$ cat src/rtl/pipe_hazard_ctrl_pkg.sv
// Shared types and defaults for the pipeline stall/flush sequencer.
package pipe_hazard_ctrl_pkg;

  localparam int REG_W_DEF = 4;
  localparam int CNT_W_DEF = 16;

  typedef enum logic [1:0] {
    ST_RUN    = 2'd0,
    ST_DWAIT  = 2'd1,
    ST_DRAIN  = 2'd2,
    ST_HALTED = 2'd3
  } hz_state_t;

endpackage

$ cat src/rtl/pipe_hazard_ctrl_hazard_detect.sv
// Load-use compare: a load in EX whose destination is read by the ID instruction.
module pipe_hazard_ctrl_hazard_detect #(
  parameter int REG_W = 4
) (
  input  logic [REG_W-1:0] id_rs,
  input  logic [REG_W-1:0] id_rt,
  input  logic             id_uses_rs,
  input  logic             id_uses_rt,
  input  logic             ex_memread,
  input  logic [REG_W-1:0] ex_dst,
  output logic             lu
);

  logic w_rs_hit, w_rt_hit;

  // Register 0 is hardwired, so a load targeting it never creates a hazard.
  assign w_rs_hit = id_uses_rs & (id_rs == ex_dst);
  assign w_rt_hit = id_uses_rt & (id_rt == ex_dst);
  assign lu       = ex_memread & (ex_dst != '0) & (w_rs_hit | w_rt_hit);

endmodule

$ cat src/rtl/pipe_hazard_ctrl.sv
// Stall/flush sequencer: drives pipeline register enables, IF/ID flush,
// ID/EX bubble select, halt status and a saturating stall-cycle counter.
module pipe_hazard_ctrl
  import pipe_hazard_ctrl_pkg::*;
#(
  parameter int REG_W = REG_W_DEF,
  parameter int CNT_W = CNT_W_DEF
) (
  input  logic             clk,
  input  logic             rst,
  input  logic [REG_W-1:0] id_rs,
  input  logic [REG_W-1:0] id_rt,
  input  logic             id_uses_rs,
  input  logic             id_uses_rt,
  input  logic             id_br_taken,
  input  logic             id_hlt,
  input  logic             ex_memread,
  input  logic [REG_W-1:0] ex_dst,
  input  logic             wb_hlt,
  input  logic             imem_busy,
  input  logic             dmem_busy,
  output logic             pc_wren,
  output logic             ifid_wren,
  output logic             ifid_flush,
  output logic             idex_wren,
  output logic             idex_bubble,
  output logic             exmem_wren,
  output logic             memwb_wren,
  output logic             halted,
  output logic [CNT_W-1:0] stall_cnt
);

  hz_state_t        r_state, w_nxt;
  logic             r_ret_drain, w_ret_nxt;
  logic [CNT_W-1:0] r_stall_cnt;
  logic             w_lu, w_mode_drain;
  logic             w_pc, w_ifid, w_flush, w_idex, w_bub, w_exm, w_mwb, w_halted;

  pipe_hazard_ctrl_hazard_detect #(.REG_W(REG_W)) u_hd (
    .id_rs      (id_rs),
    .id_rt      (id_rt),
    .id_uses_rs (id_uses_rs),
    .id_uses_rt (id_uses_rt),
    .ex_memread (ex_memread),
    .ex_dst     (ex_dst),
    .lu         (w_lu)
  );

  // DWAIT resolves with the rules of the state it froze out of.
  assign w_mode_drain = (r_state == ST_DRAIN) || ((r_state == ST_DWAIT) && r_ret_drain);

  // Priority encoder: dcache freeze > load-use > drain/halt > branch > icache miss.
  always_comb begin
    w_pc = 1'b0; w_ifid = 1'b0; w_flush = 1'b0; w_idex = 1'b0;
    w_bub = 1'b0; w_exm = 1'b0; w_mwb = 1'b0; w_halted = 1'b0;
    w_nxt = r_state;
    w_ret_nxt = r_ret_drain;
    if (r_state == ST_HALTED) begin
      w_halted = 1'b1;
    end else if (dmem_busy) begin
      w_nxt = ST_DWAIT;
      if (r_state != ST_DWAIT) w_ret_nxt = (r_state == ST_DRAIN);
    end else if (w_lu) begin
      // Hold PC and IF/ID; one bubble into EX while the load moves on.
      w_idex = 1'b1; w_bub = 1'b1; w_exm = 1'b1; w_mwb = 1'b1;
      w_nxt = w_mode_drain ? (wb_hlt ? ST_HALTED : ST_DRAIN) : ST_RUN;
    end else if (w_mode_drain) begin
      // Everything behind HLT is squashed; branch and icache are ignored.
      w_ifid = 1'b1; w_flush = 1'b1; w_idex = 1'b1; w_bub = 1'b1;
      w_exm = 1'b1; w_mwb = 1'b1;
      w_nxt = wb_hlt ? ST_HALTED : ST_DRAIN;
    end else if (id_hlt) begin
      // HLT itself advances into ID/EX; fetch stops behind it.
      w_ifid = 1'b1; w_flush = 1'b1; w_idex = 1'b1; w_exm = 1'b1; w_mwb = 1'b1;
      w_nxt = ST_DRAIN;
    end else if (id_br_taken) begin
      w_pc = 1'b1; w_ifid = 1'b1; w_flush = 1'b1; w_idex = 1'b1;
      w_exm = 1'b1; w_mwb = 1'b1;
      w_nxt = ST_RUN;
    end else if (imem_busy) begin
      w_ifid = 1'b1; w_flush = 1'b1; w_idex = 1'b1; w_exm = 1'b1; w_mwb = 1'b1;
      w_nxt = ST_RUN;
    end else begin
      w_pc = 1'b1; w_ifid = 1'b1; w_idex = 1'b1; w_exm = 1'b1; w_mwb = 1'b1;
      w_nxt = ST_RUN;
    end
  end

  // Reset forces every control output low without waiting for a clock.
  assign pc_wren     = rst & w_pc;
  assign ifid_wren   = rst & w_ifid;
  assign ifid_flush  = rst & w_flush;
  assign idex_wren   = rst & w_idex;
  assign idex_bubble = rst & w_bub;
  assign exmem_wren  = rst & w_exm;
  assign memwb_wren  = rst & w_mwb;
  assign halted      = rst & w_halted;
  assign stall_cnt   = r_stall_cnt;

  // State, return flag and saturating stall counter.
  always_ff @(posedge clk or negedge rst) begin
    if (!rst) begin
      r_state     <= ST_RUN;
      r_ret_drain <= 1'b0;
      r_stall_cnt <= '0;
    end else begin
      r_state     <= w_nxt;
      r_ret_drain <= w_ret_nxt;
      if (!w_pc && (r_state != ST_HALTED) && (r_stall_cnt != '1))
        r_stall_cnt <= r_stall_cnt + 1'b1;
    end
  end

endmodule

$ cat config.mk
export PLATFORM = sky130hd
export DESIGN_NAME = pipe_hazard_ctrl
export DESIGN_NICKNAME = d
export VERILOG_FILES = /design/src/rtl/pipe_hazard_ctrl_pkg.sv /design/src/rtl/pipe_hazard_ctrl_hazard_detect.sv /design/src/rtl/pipe_hazard_ctrl.sv
export SDC_FILE = /design/constraint.sdc
export NUM_CORES = 1
export LEC_CHECK = 0
export ABC_CLOCK_PERIOD_IN_PS = 4100
export BUFFER_PORTS_ARGS = -buffer_cell sky130_fd_sc_hd__buf_2
export CORE_UTILIZATION = 40
export CTS_BUF_LIST = sky130_fd_sc_hd__clkbuf_16
export DETAILED_ROUTE_END_ITERATION = 10
export PLACE_DENSITY = 0.68
export SLEW_MARGIN = 30
export SYNTH_ARGS = -nofsm -noshare
export SYNTH_HDL_FRONTEND = slang
export SYNTH_SLANG_ARGS = --single-unit
$ cat constraint.sdc
create_clock -name clk -period 4.1 [get_ports clk]
set_input_delay 0.41 -clock clk [delete_from_list [all_inputs] [get_ports clk]]
set_output_delay 0.41 -clock clk [all_outputs]
set_load 0.01 [all_outputs]
==> After elaboration in Yosys (flattened, before gate mapping) <==
Index checks and enable logic that the tools add are counted.
Widths: inputs -> output; s select.
{ "classes": {"addsub": 1, "n_bitwise": 12, "reduce_logical": 7, "mux": 30, "eq_ne": 8} }
{ "ops": {"columns": ["operator", "count"], "rows": [
  ["$mux 1", 25],
  ["$add 16x1->16 const B", 1],
  ["$ne 16x16->1 const B", 1],
  ["$and 1x1->1", 10],
  ["$mux 2", 5],
  ["$eq 4x4->1", 2],
  ["$eq 2x2->1 const B", 2],
  ["$reduce_bool 4->1", 1],
  ["$logic_and 1x1->1", 3],
  ["$reduce_and 3->1", 1],
  ["$eq 2x1->1 const B", 1],
  ["$ne 2x1->1 const B", 1],
  ["$ne 2x2->1 const B", 1],
  ["$logic_not 1->1", 1],
  ["$logic_or 1x1->1", 1],
  ["$not 1->1", 1],
  ["$or 1x1->1", 1]
]} }
{ "word_totals": {"in_bits": 22, "reg_bits": 19, "word_cells": 61, "output_inout_bits": 24} }

==> Longest topological paths before layout <==
{ "depth": {"word_depth": 10, "depth_mapped": 7} }

==> By module <==
A second synthesis with hierarchy kept.
{ "hier_totals": {"cells_unflattened": 123, "area_unflattened_um2": 1211.2} }
{ "by_module_without_submodules": {"columns": ["mod", "area_each_um2", "cells_each", "instances", "seq_area_each_um2"], "rows": [
  ["pipe_hazard_ctrl", 1107.3, 109, 1, 475.5],
  ["pipe_hazard_ctrl_hazard_detect", 103.8, 14, 1, 0.0]
]} }

==> Least setup slack after synthesis <==
OpenSTA, ideal clock, no wires.
{ "synth_timing": {"path_kind": "register to output", "startpoint": "reg r_state[1]", "endpoint": "out pc_wren", "path_slack_ps": 2094, "stages_incl_launch_ff": 5, "required_time_ps": 3690, "t_arrival_ps": 1596, "cell_sequence": "dfrtp_1 > and2_1 > nor3b_1 > nand2_1 > nor3_1"} }
{ "synth_via": {"elab_chain_len": 8} }
{ "synth_lines": {"columns": ["element", "line", "rtl"], "rows": [
  ["start: declaration", "pipe_hazard_ctrl.sv:33", "hz_state_t r_state, w_nxt;"],
  ["start signal: assignment", "pipe_hazard_ctrl.sv:107", "r_state <= w_nxt;"],
  ["$eq 2x1->1", "pipe_hazard_ctrl.sv:50", "assign w_mode_drain = (r_state == ST_DRAIN) || ((r_state == ST_DWAIT) && r_ret_drain);"],
  ["$logic_and 1x1->1", "pipe_hazard_ctrl.sv:50", null],
  ["$logic_or 1x1->1", "pipe_hazard_ctrl.sv:50", null],
  ["$mux 1", "pipe_hazard_ctrl.sv:67", "end else if (w_mode_drain) begin"],
  ["$mux 1", "pipe_hazard_ctrl.sv:63", "end else if (w_lu) begin"],
  ["$mux 1", "pipe_hazard_ctrl.sv:60", "end else if (dmem_busy) begin"],
  ["$mux 1 (*)", "pipe_hazard_ctrl.sv:58", "if (r_state == ST_HALTED) begin"],
  ["$and 1x1->1 (*)", "pipe_hazard_ctrl.sv:90", "assign pc_wren = rst & w_pc;"],
  ["end: declaration", "pipe_hazard_ctrl.sv:22", "output logic pc_wren,"]
]} }
Every way passes the cells marked *; elsewhere a longest branch is shown, timed or not.

==> Worst setup path in the final report <==
Ends and elaborated chain as after synthesis.

==> summary.md <==
| Metric | Value |
|---|---|
| Clk_skew | 2.04 ps |
| Worst slew pin tran | 633 ps |
| Cts repair resizes | 0 |
| Clk buf depth | 2 |
| Post-synth top flop | dfrtp_1 |
| Hpwl dp | 1760 um |
| Post-synthesis instance area | 1140 um2 |
| Via count | 981 |
| CP Launch Type | flop |
| Fmax | 450 MHz |
| Max transition margin | 57.7% |
| Detailed Route WL | 2270 um |
| Nets | 183 |
| Min Clock Period, post-route | 2220 ps |
| Gpl congestion | 0.747 |
| VDD IR max | 250 uV |
| Type of the worst min-delay path | input pin to async pin |
| IO Pins | 46 |
| RR Startpoint | r_state[0]$_DFFE_PN0N_ |
| Worst-path maximum fanout | 8 |
| Vias per inst | 5.16 |
| Largest net degree at the start of global routing | 22 |
| Critical path class | flop to output pin |
| Setup Fix Bufs, Post-CTS | 0 |
| Routed Antenna Nets | 0 |
| Synth warn | 0 |
| Endpoint class of the critical path | output pin |
| Distinct cells, synth | 29 |
| Latest clock arrival within the worst-skew pair | 240 ps |
| WP data required | 3690 ps |
| Core ar. | 2730 um2 |
| CP arrival | 1810 ps |
| Bufs and invs on worst path | 1 |
| CTS tree | yes |
| Grt ovf | 0 |
| Layout cells sized above 1 | 39.0% |
| TritonCTS Buffers | 3 |
| Setup-failing EPs final | 0 |
| Root buffer cell | clkbuf_16 |
| Post-synth top area share | 41.5% |
| PD cells | 372 nW/um2 |
| Ys async rst share | 100% |
| Synth-to-layout area growth | 28.0% |
| Vias in the first global route | 1,001 |
| First-pass iteration count of the detailed router | 4 |
| Initial antenna violation count | 0 |
| Number of synthesized flops with an enable pin | 0 |
| Hold-fix buffers, CTS | 0 |
| Final WS setup | 1880 ps |
| Family with the most delay on the worst path | simple AND/OR/NAND/NOR gates |
| Final Slew Violations | 0 |
| Seq/Total Area, Yosys | 41.5% |
| # rows | 19 |
| Fin. Hold Viols | 0 |
| Mapped Cells | 113 |
| Leak | 0.000755 uW |
| DP Worst Slack | 1800 ps |
| Die X | 55.5 um |
| Routed WL per cell | 11.9 um |
| Die height | 55.5 um |
| Setup TNS | 0 ps |
| DRC violations left | 0 |
| RSZ-0062 raised after global routing | no |
| Reg clk slew, reported paths | 50 ps |
| Max-cap violations | 0 |
| Synthesized flop and latch total | 19 |
| Power Total | 545 uW |
| Avg Inst Size Synth | 10.1 um2 |
| Crit share post-route | 54.2% |
| Top cells by area, synth | dfrtp_1, xnor2_1, xor2_1, nand4_1, nand3_1 |
| Critical-path top delay cell | dfrtp_1 |
| First-pass GRT wire length | 4060 um |
| Port Buffers | 45 |
| Status | complete, no violations |
| Initial DRC count | 15 |
| Ant. Diodes | 0 |
| Worst Setup SP | r_state[1]$_DFFE_PN0N_ |
| CTS Sinks | 19 |
| H-Tree Depth | 1 |
| Die area | 3080 um2 |
| Post-synth top area cell | dfrtp_1 |
| Initial Utilization | 41.9% |
| Cells along the critical path | and2_1, nor3b_1, nand2_1, nor3_1, buf_2 |
| Synthesized net count | 136 |
| GR Util All Layers | 16.4% |
| Crit-path max cell delay | 450 ps |
-- layout by cell type, fill, tap and decap left out, types with 2 or more instances in the layout --
cell type   n
nand2_1     7
and4_4      2
o21ai_0     2
and2_1      3
clkbuf_16   3
dfrtp_1    19
nand4_1     9
xor2_1      9
and3_1      4
nand2b_1    4
and3_2      4
inv_1       3
buf_2      45
o211ai_1    2
xnor2_1    12
nor3_1      5
nand3_1     8
a31oi_1     2
nor2_1      3
mux2_2      3
-- worst reg2reg max path, cell delays in order, from the launching register on --
cell and delay [ps]:
dfrtp_1 420, nand2_1 110, o211ai_1 280, nor3_1 110, a31oi_2 570, and2_4 280
mux2_4 290
-- routing by layer --
layer	vias to the layer above	track usage, %	routed length [um]
li1	496	-	-
met4	0	2.14	11
met1	461	18.2	1010
met5	-	0	0
met2	22	30.6	1150
met3	2	5.62	95
-- cells in the mapped netlist (2+ instances only) --
cell and count:
a31oi_1 2, inv_1 2, and3_2 4, and3_1 4
o21ai_0 2, xor2_1 9, dfrtp_1 19, nand2b_1 4
and4_4 2, mux2_2 3, buf_4 3, and2_1 3
nand2_1 7, nor3_1 5, xnor2_1 12, nand3_1 8
nor2_1 3, o211ai_1 2, nand4_1 9
-- power by group --
| part | internal [uW] | switching (uW) | total, uW |
|---|---|---|---|
| logic | 57.5 | 52.8 | 110 |
| registers | 214 | 30.7 | 244 |
| clock network | 129 | 61.2 | 191 |
-- kinds of logic after synthesis --
logic type	share of synthesized area (%)
xor gates and xnor gates	16.1
AOI/OAI and AO/OA	6.01
buffers and inverters	2.62
DFF	41.5
adders and majority gates	1.09
and+or+nand+nor	28.4
muxes	4.26
-- worst paths after layout --
path | end | slack (ps) | cells past startpoint
max | pc_wren | 1880 | 5
max reg2reg | stall_cnt[1]$_DFFE_PN0P_ | 1920 | 6
min | stall_cnt[2]$_DFFE_PN0P_ | 100 | 1
min in group clk | r_state[0]$_DFFE_PN0N_ | 400 | 3
max in group asynchronous | r_ret_drain$_DFFE_PN0P_ | 3690 | 1
min reg2reg | stall_cnt[6]$_DFFE_PN0P_ | 490 | 1
-- cell type report --
class | count | area, um2
clock inverter | 1 | 3.75
multi-input combinational | 89 | 639
inverter | 2 | 7.51
sequential | 19 | 475
fill | 249 | 1270
timing repair buffer | 45 | 225
clock buffer | 3 | 75.1
tap | 31 | 38.8
-- flip-flops by register name (all words and copies together), names as in the netlist --
signal and count:
r_ret_drain 1, r_state 2, stall_cnt 16
-- stage by stage --
step / hold slack, ps / util [%] / instance area, um2 / instances
after floorplan: 114 / - / 1140 / 113
after global placement: 375 / 50.7 / 1390 / 186
after detailed placement: 381 / 50.7 / 1390 / 186
after CTS: 121 / 53.6 / 1470 / 190
after global routing: 150 / 53.6 / 1470 / 190
final: 102 / 53.6 / 1470 / 190
Power figures use the tool's default switching activity.
